File: src/rtl/alu_pkg.sv
// Shared definitions for the ALU decode stage: one-hot ALU operation
// bit positions, their one-hot codes, and MIPS opcode/funct encodings.
package alu_pkg;

  localparam int ALU_OP_W = 12;

  // One-hot bit positions of out_alu_control
  localparam int ALU_ADD  = 11;
  localparam int ALU_SUB  = 10;
  localparam int ALU_SLT  = 9;
  localparam int ALU_SLTU = 8;
  localparam int ALU_AND  = 7;
  localparam int ALU_NOR  = 6;
  localparam int ALU_OR   = 5;
  localparam int ALU_XOR  = 4;
  localparam int ALU_SLL  = 3;
  localparam int ALU_SRL  = 2;
  localparam int ALU_SRA  = 1;
  localparam int ALU_LUI  = 0;

  localparam logic [ALU_OP_W-1:0] CTRL_ADD  = ALU_OP_W'(1 << ALU_ADD);
  localparam logic [ALU_OP_W-1:0] CTRL_SUB  = ALU_OP_W'(1 << ALU_SUB);
  localparam logic [ALU_OP_W-1:0] CTRL_SLT  = ALU_OP_W'(1 << ALU_SLT);
  localparam logic [ALU_OP_W-1:0] CTRL_SLTU = ALU_OP_W'(1 << ALU_SLTU);
  localparam logic [ALU_OP_W-1:0] CTRL_AND  = ALU_OP_W'(1 << ALU_AND);
  localparam logic [ALU_OP_W-1:0] CTRL_NOR  = ALU_OP_W'(1 << ALU_NOR);
  localparam logic [ALU_OP_W-1:0] CTRL_OR   = ALU_OP_W'(1 << ALU_OR);
  localparam logic [ALU_OP_W-1:0] CTRL_XOR  = ALU_OP_W'(1 << ALU_XOR);
  localparam logic [ALU_OP_W-1:0] CTRL_SLL  = ALU_OP_W'(1 << ALU_SLL);
  localparam logic [ALU_OP_W-1:0] CTRL_SRL  = ALU_OP_W'(1 << ALU_SRL);
  localparam logic [ALU_OP_W-1:0] CTRL_SRA  = ALU_OP_W'(1 << ALU_SRA);
  localparam logic [ALU_OP_W-1:0] CTRL_LUI  = ALU_OP_W'(1 << ALU_LUI);

  // Primary opcodes
  localparam logic [5:0] OP_SPECIAL = 6'h00;
  localparam logic [5:0] OP_ADDI    = 6'h08;
  localparam logic [5:0] OP_ADDIU   = 6'h09;
  localparam logic [5:0] OP_SLTI    = 6'h0A;
  localparam logic [5:0] OP_SLTIU   = 6'h0B;
  localparam logic [5:0] OP_ANDI    = 6'h0C;
  localparam logic [5:0] OP_ORI     = 6'h0D;
  localparam logic [5:0] OP_XORI    = 6'h0E;
  localparam logic [5:0] OP_LUI     = 6'h0F;

  // SPECIAL funct codes
  localparam logic [5:0] F_SLL  = 6'h00;
  localparam logic [5:0] F_SRL  = 6'h02;
  localparam logic [5:0] F_SRA  = 6'h03;
  localparam logic [5:0] F_SLLV = 6'h04;
  localparam logic [5:0] F_SRLV = 6'h06;
  localparam logic [5:0] F_SRAV = 6'h07;
  localparam logic [5:0] F_ADD  = 6'h20;
  localparam logic [5:0] F_ADDU = 6'h21;
  localparam logic [5:0] F_SUB  = 6'h22;
  localparam logic [5:0] F_SUBU = 6'h23;
  localparam logic [5:0] F_AND  = 6'h24;
  localparam logic [5:0] F_OR   = 6'h25;
  localparam logic [5:0] F_XOR  = 6'h26;
  localparam logic [5:0] F_NOR  = 6'h27;
  localparam logic [5:0] F_SLT  = 6'h2A;
  localparam logic [5:0] F_SLTU = 6'h2B;

endpackage

File: src/rtl/alu_inst_dec.sv
// Combinational MIPS ALU-instruction decoder. Produces one-hot ALU control,
// operand values, destination register and write enable. Unrecognised
// encodings decode to an all-zero bubble with ri=1.
module alu_inst_dec
  import alu_pkg::*;
(
  input  logic [31:0]         inst,
  input  logic [31:0]         rs_data,
  input  logic [31:0]         rt_data,
  output logic [ALU_OP_W-1:0] control,
  output logic [31:0]         src1,
  output logic [31:0]         src2,
  output logic [4:0]          dest,
  output logic                wen,
  output logic                ri
);

  logic [5:0]  opcode;
  logic [5:0]  funct;
  logic [4:0]  rt_f;
  logic [4:0]  rd_f;
  logic [4:0]  sa_f;
  logic [31:0] imm_sext;
  logic [31:0] imm_zext;
  logic        legal;
  logic        unused_rs_field;

  assign opcode   = inst[31:26];
  assign rt_f     = inst[20:16];
  assign rd_f     = inst[15:11];
  assign sa_f     = inst[10:6];
  assign funct    = inst[5:0];
  assign imm_sext = {{16{inst[15]}}, inst[15:0]};
  assign imm_zext = {16'b0, inst[15:0]};
  // The rs field is not needed: the register file already supplies rs_data.
  assign unused_rs_field = ^inst[25:21];

  // Decode opcode/funct into control and operands; anything unmatched stays zero
  always_comb begin
    control = '0;
    src1    = '0;
    src2    = '0;
    dest    = '0;
    legal   = 1'b0;
    case (opcode)
      OP_SPECIAL: begin
        legal = 1'b1;
        src1  = rs_data;
        src2  = rt_data;
        dest  = rd_f;
        case (funct)
          F_ADD, F_ADDU: control = CTRL_ADD;
          F_SUB, F_SUBU: control = CTRL_SUB;
          F_SLT:         control = CTRL_SLT;
          F_SLTU:        control = CTRL_SLTU;
          F_AND:         control = CTRL_AND;
          F_NOR:         control = CTRL_NOR;
          F_OR:          control = CTRL_OR;
          F_XOR:         control = CTRL_XOR;
          F_SLLV:        control = CTRL_SLL;
          F_SRLV:        control = CTRL_SRL;
          F_SRAV:        control = CTRL_SRA;
          // Immediate shifts take the shift amount from the sa field
          F_SLL: begin control = CTRL_SLL; src1 = {27'b0, sa_f}; end
          F_SRL: begin control = CTRL_SRL; src1 = {27'b0, sa_f}; end
          F_SRA: begin control = CTRL_SRA; src1 = {27'b0, sa_f}; end
          default: begin
            legal = 1'b0;
            src1  = '0;
            src2  = '0;
            dest  = '0;
          end
        endcase
      end
      OP_ADDI, OP_ADDIU: begin legal = 1'b1; control = CTRL_ADD;  src1 = rs_data; src2 = imm_sext; dest = rt_f; end
      OP_SLTI:           begin legal = 1'b1; control = CTRL_SLT;  src1 = rs_data; src2 = imm_sext; dest = rt_f; end
      OP_SLTIU:          begin legal = 1'b1; control = CTRL_SLTU; src1 = rs_data; src2 = imm_sext; dest = rt_f; end
      OP_ANDI:           begin legal = 1'b1; control = CTRL_AND;  src1 = rs_data; src2 = imm_zext; dest = rt_f; end
      OP_ORI:            begin legal = 1'b1; control = CTRL_OR;   src1 = rs_data; src2 = imm_zext; dest = rt_f; end
      OP_XORI:           begin legal = 1'b1; control = CTRL_XOR;  src1 = rs_data; src2 = imm_zext; dest = rt_f; end
      OP_LUI:            begin legal = 1'b1; control = CTRL_LUI;  src1 = '0;      src2 = imm_zext; dest = rt_f; end
      default: ;
    endcase
  end

  assign wen = legal & (dest != 5'd0);
  assign ri  = ~legal;

endmodule

File: src/rtl/alu_decode_stage.sv
// Registered ALU decode stage with valid/ready handshake and flush.
// Optional feature: define ALU_DEC_RI_EN to add the out_ri
// (reserved-instruction) output; otherwise illegal instructions pass as
// silent bubbles.
module alu_decode_stage
  import alu_pkg::*;
(
  input  logic                clk,
  input  logic                resetn,
  input  logic                in_valid,
  output logic                in_ready,
  input  logic [31:0]         in_inst,
  input  logic [31:0]         rs_data,
  input  logic [31:0]         rt_data,
  input  logic                flush,
  output logic                out_valid,
  input  logic                out_ready,
  output logic [ALU_OP_W-1:0] out_alu_control,
  output logic [31:0]         out_alu_src1,
  output logic [31:0]         out_alu_src2,
  output logic [4:0]          out_dest,
`ifdef ALU_DEC_RI_EN
  output logic                out_ri,
`endif
  output logic                out_wen
);

  logic [ALU_OP_W-1:0] ctrl_p0;
  logic [31:0]         src1_p0;
  logic [31:0]         src2_p0;
  logic [4:0]          dest_p0;
  logic                wen_p0;
  logic                ri_p0;
  logic                accept_p0;

  logic                vld_p1;
  logic [ALU_OP_W-1:0] ctrl_p1;
  logic [31:0]         src1_p1;
  logic [31:0]         src2_p1;
  logic [4:0]          dest_p1;
  logic                wen_p1;

  alu_inst_dec u_dec (
    .inst    (in_inst),
    .rs_data (rs_data),
    .rt_data (rt_data),
    .control (ctrl_p0),
    .src1    (src1_p0),
    .src2    (src2_p0),
    .dest    (dest_p0),
    .wen     (wen_p0),
    .ri      (ri_p0)
  );

  // p0 -> p1: accept when the output slot is empty or draining, never on flush
  assign in_ready  = ~flush & (~vld_p1 | out_ready);
  assign accept_p0 = in_valid & in_ready;

  // Output valid: flush dominates, then acceptance, then downstream consumption
  always_ff @(posedge clk or negedge resetn) begin
    if (!resetn)               vld_p1 <= 1'b0;
    else if (flush)            vld_p1 <= 1'b0;
    else if (accept_p0)        vld_p1 <= 1'b1;
    else if (out_ready)        vld_p1 <= 1'b0;
  end

  // Output payload loads only on acceptance so it holds steady while stalled
  always_ff @(posedge clk or negedge resetn) begin
    if (!resetn) begin
      ctrl_p1 <= '0;
      src1_p1 <= '0;
      src2_p1 <= '0;
      dest_p1 <= '0;
      wen_p1  <= 1'b0;
    end else if (accept_p0) begin
      ctrl_p1 <= ctrl_p0;
      src1_p1 <= src1_p0;
      src2_p1 <= src2_p0;
      dest_p1 <= dest_p0;
      wen_p1  <= wen_p0;
    end
  end

`ifdef ALU_DEC_RI_EN
  logic ri_p1;

  // Reserved-instruction flag travels with the rest of the payload
  always_ff @(posedge clk or negedge resetn) begin
    if (!resetn)        ri_p1 <= 1'b0;
    else if (accept_p0) ri_p1 <= ri_p0;
  end

  assign out_ri = ri_p1;
`else
  logic unused_ri;
  assign unused_ri = ri_p0;
`endif

  assign out_valid       = vld_p1;
  assign out_alu_control = ctrl_p1;
  assign out_alu_src1    = src1_p1;
  assign out_alu_src2    = src2_p1;
  assign out_dest        = dest_p1;
  assign out_wen         = wen_p1;

endmodule

File: config.mk
export PLATFORM = sky130hd
export DESIGN_NAME = alu_decode_stage
export DESIGN_NICKNAME = d
export VERILOG_FILES = /design/src/rtl/alu_pkg.sv /design/src/rtl/alu_inst_dec.sv /design/src/rtl/alu_decode_stage.sv
export SDC_FILE = /design/constraint.sdc
export NUM_CORES = 1
export LEC_CHECK = 0
export ABC_AREA = 1
export BUFFER_PORTS_ARGS = -buffer_cell sky130_fd_sc_hd__buf_2
export CAP_MARGIN = 15
export CORE_MARGIN = 5
export CORE_UTILIZATION = 30
export DETAILED_ROUTE_END_ITERATION = 8
export GPL_TIMING_DRIVEN = 1
export PLACE_DENSITY_LB_ADDON = 0.3
export SLEW_MARGIN = 25
export SYNTH_ARGS = -nofsm -noshare
export SYNTH_HDL_FRONTEND = slang
export SYNTH_HIERARCHICAL = 1
export SYNTH_SLANG_ARGS = --single-unit
File: constraint.sdc
create_clock -name clk -period 1.8 [get_ports clk]
set_input_delay 0.36 -clock clk [delete_from_list [all_inputs] [get_ports clk]]
set_output_delay 0.36 -clock clk [all_outputs]
set_load 0.05 [all_outputs]
======== After elaboration in Yosys (flattened, before gate mapping) ========
Cells that the tools add are included.
word-level totals
  register bits after elaboration ......... 83
  output and inout port bits .............. 84
cells by class
  eq/ne operators ......................... 23
  multiplexer cells ....................... 13
  bitwise logic cells ..................... 6
  reduce and logical (&&, ||, !) cells .... 17
operators with widths
  kind                                                                    count
  12-bit case mux with 11 select lines                                    1
  32-bit case mux with 2 select lines                                     2
  12-bit case mux with 8 select lines                                     1
  32-bit case mux with 3 select lines                                     1
  6-bit equality test (second input constant)                             10
  6-bit by 4-bit equality test with 1-bit output (second input constant)  8
  32-bit 2-to-1 mux                                                       1
  6-bit by 3-bit equality test with 1-bit output (second input constant)  3
  16-bit OR reduction                                                     1
  13-bit OR reduction                                                     1
  6-bit by 2-bit equality test with 1-bit output (second input constant)  2
  6-bit logical NOT                                                       2
  2-bit OR reduction                                                      6
  5-bit case mux with 2 select lines                                      1
  4-bit OR reduction                                                      2
  8-bit OR reduction                                                      1
  7-bit OR reduction                                                      1
  5-bit 2-to-1 mux                                                        1
  5-bit nonzero test                                                      1
  1-bit 2-to-1 mux                                                        4
  1-bit bitwise AND                                                       3
  3-bit nonzero test                                                      1
  3-bit OR reduction                                                      1
  1-bit NOT                                                               2
  2 further kinds                                                         2

======== Depth between registers and ports, before layout ========
  depth in word-level cells ............... 6
  mapped depth ............................ 13
  mapped depth without buffers ............ 12

======== Cells and area by module ========
The synthesis kept the hierarchy.
by module, submodules not included
  module            times used  cells each  area each (um^2)
  alu_decode_stage  1           371         3488.3
  alu_inst_dec      1           233         1091.0

======== Worst setup path before layout ========
Ideal clock, no wire load.
  kind .................................... input to register
  start ................................... in in_inst[31]
  end ..................................... reg src1_p1[31] (netlist: out_alu_src1[31])
  library setup time ...................... 0.066 ns
  arrival ................................. 1.727 ns
  data required time ...................... 1.734 ns
  path slack .............................. 0.007 ns
  cell stages on the path ................. 10
  buffers on the path ..................... 2
  cells stage by stage .................... or2_0 -> buf_6 -> nor4_4 -> nand2_1 -> nand2_2 -> inv_4 -> buf_6 -> nor2_1 -> nand4_1 -> nand2_1
between the ends
  word-level cells in the longest chain between the ends .. 3
  elaborated cells between the ends (all ways) .. 10
  those cells by class .................... 7 x eq/ne; 1 x mux; 2 x reduce/logical
ends and longest elaborated chain
  item                                            RTL line                RTL
  start: declaration                              alu_decode_stage.sv:12  input logic [31:0] in_inst,
  6-bit by 4-bit equality test with 1-bit output  alu_inst_dec.sv:45      case (opcode)
  7-bit OR reduction (no line)                    -
  32-bit case mux with 2 select lines *           alu_inst_dec.sv:45
  via src1_p0[31]                                 alu_decode_stage.sv:29  logic [31:0] src1_p0;
  end signal: assignment                          alu_decode_stage.sv:77  src1_p1 <= src1_p0;
  end: declaration                                alu_decode_stage.sv:38  logic [31:0] src1_p1;
The timed path passes the listed nets; every way through them passes the cells marked *.
A chain may end at the register's enable or synchronous reset.

======== Worst setup path in the final report ========
  start ................................... in in_inst[31]
  end ..................................... reg src2_p1[9] (netlist: out_alu_src2[9])
between the ends
  word-level cells in the longest chain between the ends .. 3
  elaborated cells between the ends (all ways) .. 12
  those cells by class .................... 8 x eq/ne; 1 x mux; 3 x reduce/logical
ends and longest elaborated chain
  item                                            RTL line                RTL
  6-bit by 4-bit equality test with 1-bit output  alu_inst_dec.sv:45
  4-bit OR reduction (no line)                    -
  32-bit case mux with 3 select lines *           alu_inst_dec.sv:45
  via src2_p0[9]                                  alu_decode_stage.sv:30  logic [31:0] src2_p0;
  end signal: assignment                          alu_decode_stage.sv:78  src2_p1 <= src2_p0;
  end: declaration                                alu_decode_stage.sv:39  logic [31:0] src2_p1;
Marks and branches as above.

==> flow_summary.ini <==
[clock_network]
cts_max_path_buffers = 2
path_clk_slew_ns = 0.06
number_of_clock_sinks = 83
clockRootBuffer = sky130_fd_sc_hd__clkbuf_16
cts_tree = done
cts_made_buffers = 9
cts_h_tree_depth = 3
clk_latency_ns = 0.34

[worst_setup_path]
worst_setup_path_start_kind = primary input
rr_endpoint = out_alu_src2[19]
worst-setup-path-type = primary input to flip-flop
slowest_stage = sky130_fd_sc_hd__or2_0
crit_path_cell_trace = buf_2 -> or2_0 -> buf_4 -> nor2_1 -> buf_4 -> inv_1 -> buf_12 -> o21ai_0 -> nand4_1 -> nand2_1
worst-endpoint-arrival_ns = 1.85
worst-path-buf-inv = 5
critical_path.startpoint = in_inst[31]
critPathMaxFanout = 6
crit_required_ns = 2.08
worst_r2r_startpoint = out_valid
timing.critical_path.to_type = flip-flop
slowest_delay_ns = 0.30
r2r.worst_path.cells = 5
reg2reg_slack_ns = 0.54
timing.critical_path.mode_cell = sky130_fd_sc_hd__buf_4
cp_top_family = buffers and inverters

[grt]
gr-total-overflow = 0
global_route_wire_length_before_repair_mm = 24.04
antenna_found_initial = 0
pin_count_of_the_biggest_net_entering_global_routing = 84
via_count_of_the_first_global_routing_pass = 4552
grtUsageTotal = 0.1669

[sta]
finalCritPeriodShare = 0.8695
setup_repair_after_global_routing_missed_its_margin = false
timing.final.max_slew_violations = 0
finClkSkew_ns = 0.002702
slew_headroom = 0.7146
finalWorstPathRequiredPeriod_ns = 1.565
clock.fmax_ghz = 0.6389
report.final.hold_viol_count = 0
actual_slew_at_the_worst_max_slew_pin_ns = 0.4281
finalSetupViolCount = 0

[power_and_ir_drop]
design_power_total_mw = 4.935
vdd_drop_max_mv = 0.4305
leakage_power_nw = 3.724
pwr_density_cell_nw_per_um2 = 799.4

[min_path]
destination_of_the_worst_hold_path = out_valid
min_delay_path_depth = 2
min_path_type = primary input to flip-flop
min-delay-start = flush

[placement]
dp_hpwl_mm = 10.35
io_buffer_count = 179
place_congestion = 0.8113
dp_cells = 970

[floorplanning]
ioPinCount = 185
die-height_um = 133.5
die_area_sq_um = 17820
placement_rows = 45
die_w_um = 133.5
placeableCoreArea_sq_um = 15090
initial_core_util = 0.3032

[run]
maxCapViolations = 0

[synthesis]
synth_fp_nets = 704
syn-mean-instance-area_sq_um = 7.588
yosys_warnings = 6
syn-instance-count = 603
syn_area_sq_um = 4576

[routing]
wl_per_cell_um = 15.21
drc_errors_left = 0
postRouteWirelength_mm = 15.02
detail_route.vias_per_cell = 4.772
drt_first_pass_iters = 6
drt_iter0_markers = 328
ant_nets = 0
routed-via-count = 4710

[layout]
areaGrowthSynthToFinish_pct = 34.92
fillers = 1631
finish.cell_count_without_fillers = 987
design.final.nets = 895
drive_gt1_frac = 0.3254
postLayoutCoreUtil = 0.4091
num_antenna_cells = 0

[status]
outcome = finished clean
layout by cell type, fill, tap and decap left out:
master,count
sky130_fd_sc_hd__clkbuf_1,1
sky130_fd_sc_hd__inv_1,50
sky130_fd_sc_hd__a211oi_1,1
sky130_fd_sc_hd__a22o_1,4
sky130_fd_sc_hd__nor2_1,30
sky130_fd_sc_hd__o21ai_2,2
sky130_fd_sc_hd__o32ai_1,2
sky130_fd_sc_hd__o211ai_1,1
sky130_fd_sc_hd__nor2_2,11
sky130_fd_sc_hd__nand3_1,16
sky130_fd_sc_hd__o41ai_1,1
sky130_fd_sc_hd__buf_2,178
sky130_fd_sc_hd__nand3_4,1
sky130_fd_sc_hd__buf_12,10
sky130_fd_sc_hd__inv_4,2
sky130_fd_sc_hd__nor4_4,1
sky130_fd_sc_hd__or2_0,1
sky130_fd_sc_hd__inv_2,2
sky130_fd_sc_hd__o21ai_0,16
sky130_fd_sc_hd__a21oi_1,2
sky130_fd_sc_hd__buf_4,35
sky130_fd_sc_hd__nand4_1,84
sky130_fd_sc_hd__inv_6,2
sky130_fd_sc_hd__bufinv_16,2
sky130_fd_sc_hd__o21bai_1,1
sky130_fd_sc_hd__clkbuf_16,9
sky130_fd_sc_hd__dlygate4sd3_1,1
sky130_fd_sc_hd__o31ai_1,2
sky130_fd_sc_hd__nand2_1,240
sky130_fd_sc_hd__nand2_2,3
sky130_fd_sc_hd__nor3_1,3
sky130_fd_sc_hd__clkinv_2,2
sky130_fd_sc_hd__dfrtp_1,83
state kept, by name, summed over array words and instances (netlist names):
signal / count
out_wen: 1
out_dest: 5
out_valid: 1
out_alu_control: 12
out_alu_src1: 32
out_alu_src2: 32
where the power goes:
part           internal (mW)  switching, mW  leakage (nW)
clock                   1.22          0.782         0.157
combinational          0.269          0.675          2.42
sequential              1.94         0.0427          1.14
through the flow:
step / hold WS (ns) / instance area, sq um / setup TNS, ns / worst slack [ns]
3_5_place_dp: 0.2661 / 5847 / -3.818 / -0.1745
3_3_place_gp: 0.2692 / 5847 / -3.461 / -0.1513
5_1_grt: 0.2161 / 6173 / 0 / 0.05608
4_1_cts: 0.2005 / 6173 / 0 / 0.1847
2_1_floorplan: 0.06441 / 4576 / 0 / 0.006585
6_report: 0.2119 / 6173 / 0 / 0.2349
metal layers:
metal | vias up | routed length, um | track usage
met5 | - | 0 | 0
met4 | 0 | 325 | 0.06171
met3 | 20 | 816 | 0.03550
met2 | 143 | 6904 | 0.2658
met1 | 2188 | 6968 | 0.2238
li1 | 2359 | - | -
worst reg2reg max path, stage by stage, from the launching register on:
cell	delay, ns
sky130_fd_sc_hd__dfrtp_1	0.40
sky130_fd_sc_hd__nand2_2	0.13
sky130_fd_sc_hd__nand3_4	0.22
sky130_fd_sc_hd__buf_12	0.25
sky130_fd_sc_hd__nand2_1	0.10
sky130_fd_sc_hd__nand2_1	0.04
timing repair:
item                      in CTS  in global routing
resized for setup              0                  0
hold buffers                   1                  0
hold endpoints to repair      19                  0
setup buffers                  0                  0
final cells by class:
type | count | area [sq um] | area share
clock buffer | 10 | 229.0 | 0.03709
timing repair buffer | 224 | 1364 | 0.2209
tap | 188 | 235.2 | 0.03810
multi-input combinational | 422 | 1973 | 0.3196
sequential | 83 | 2077 | 0.3364
clock inverter | 6 | 87.58 | 0.01419
inverter | 54 | 207.7 | 0.03364
worst max-delay path by stage:
stage	endpoint	slack (ns)	cells after the start
floorplan	out_alu_src1[31]	0.007	10
global placement	out_alu_src1[0]	-0.15	8
detailed placement	out_alu_src1[0]	-0.17	8
CTS	out_alu_src1[0]	0.18	8
global route	out_alu_src2[31]	0.06	14
finish	out_alu_src2[9]	0.23	10
Power figures use the tool's default switching activity.
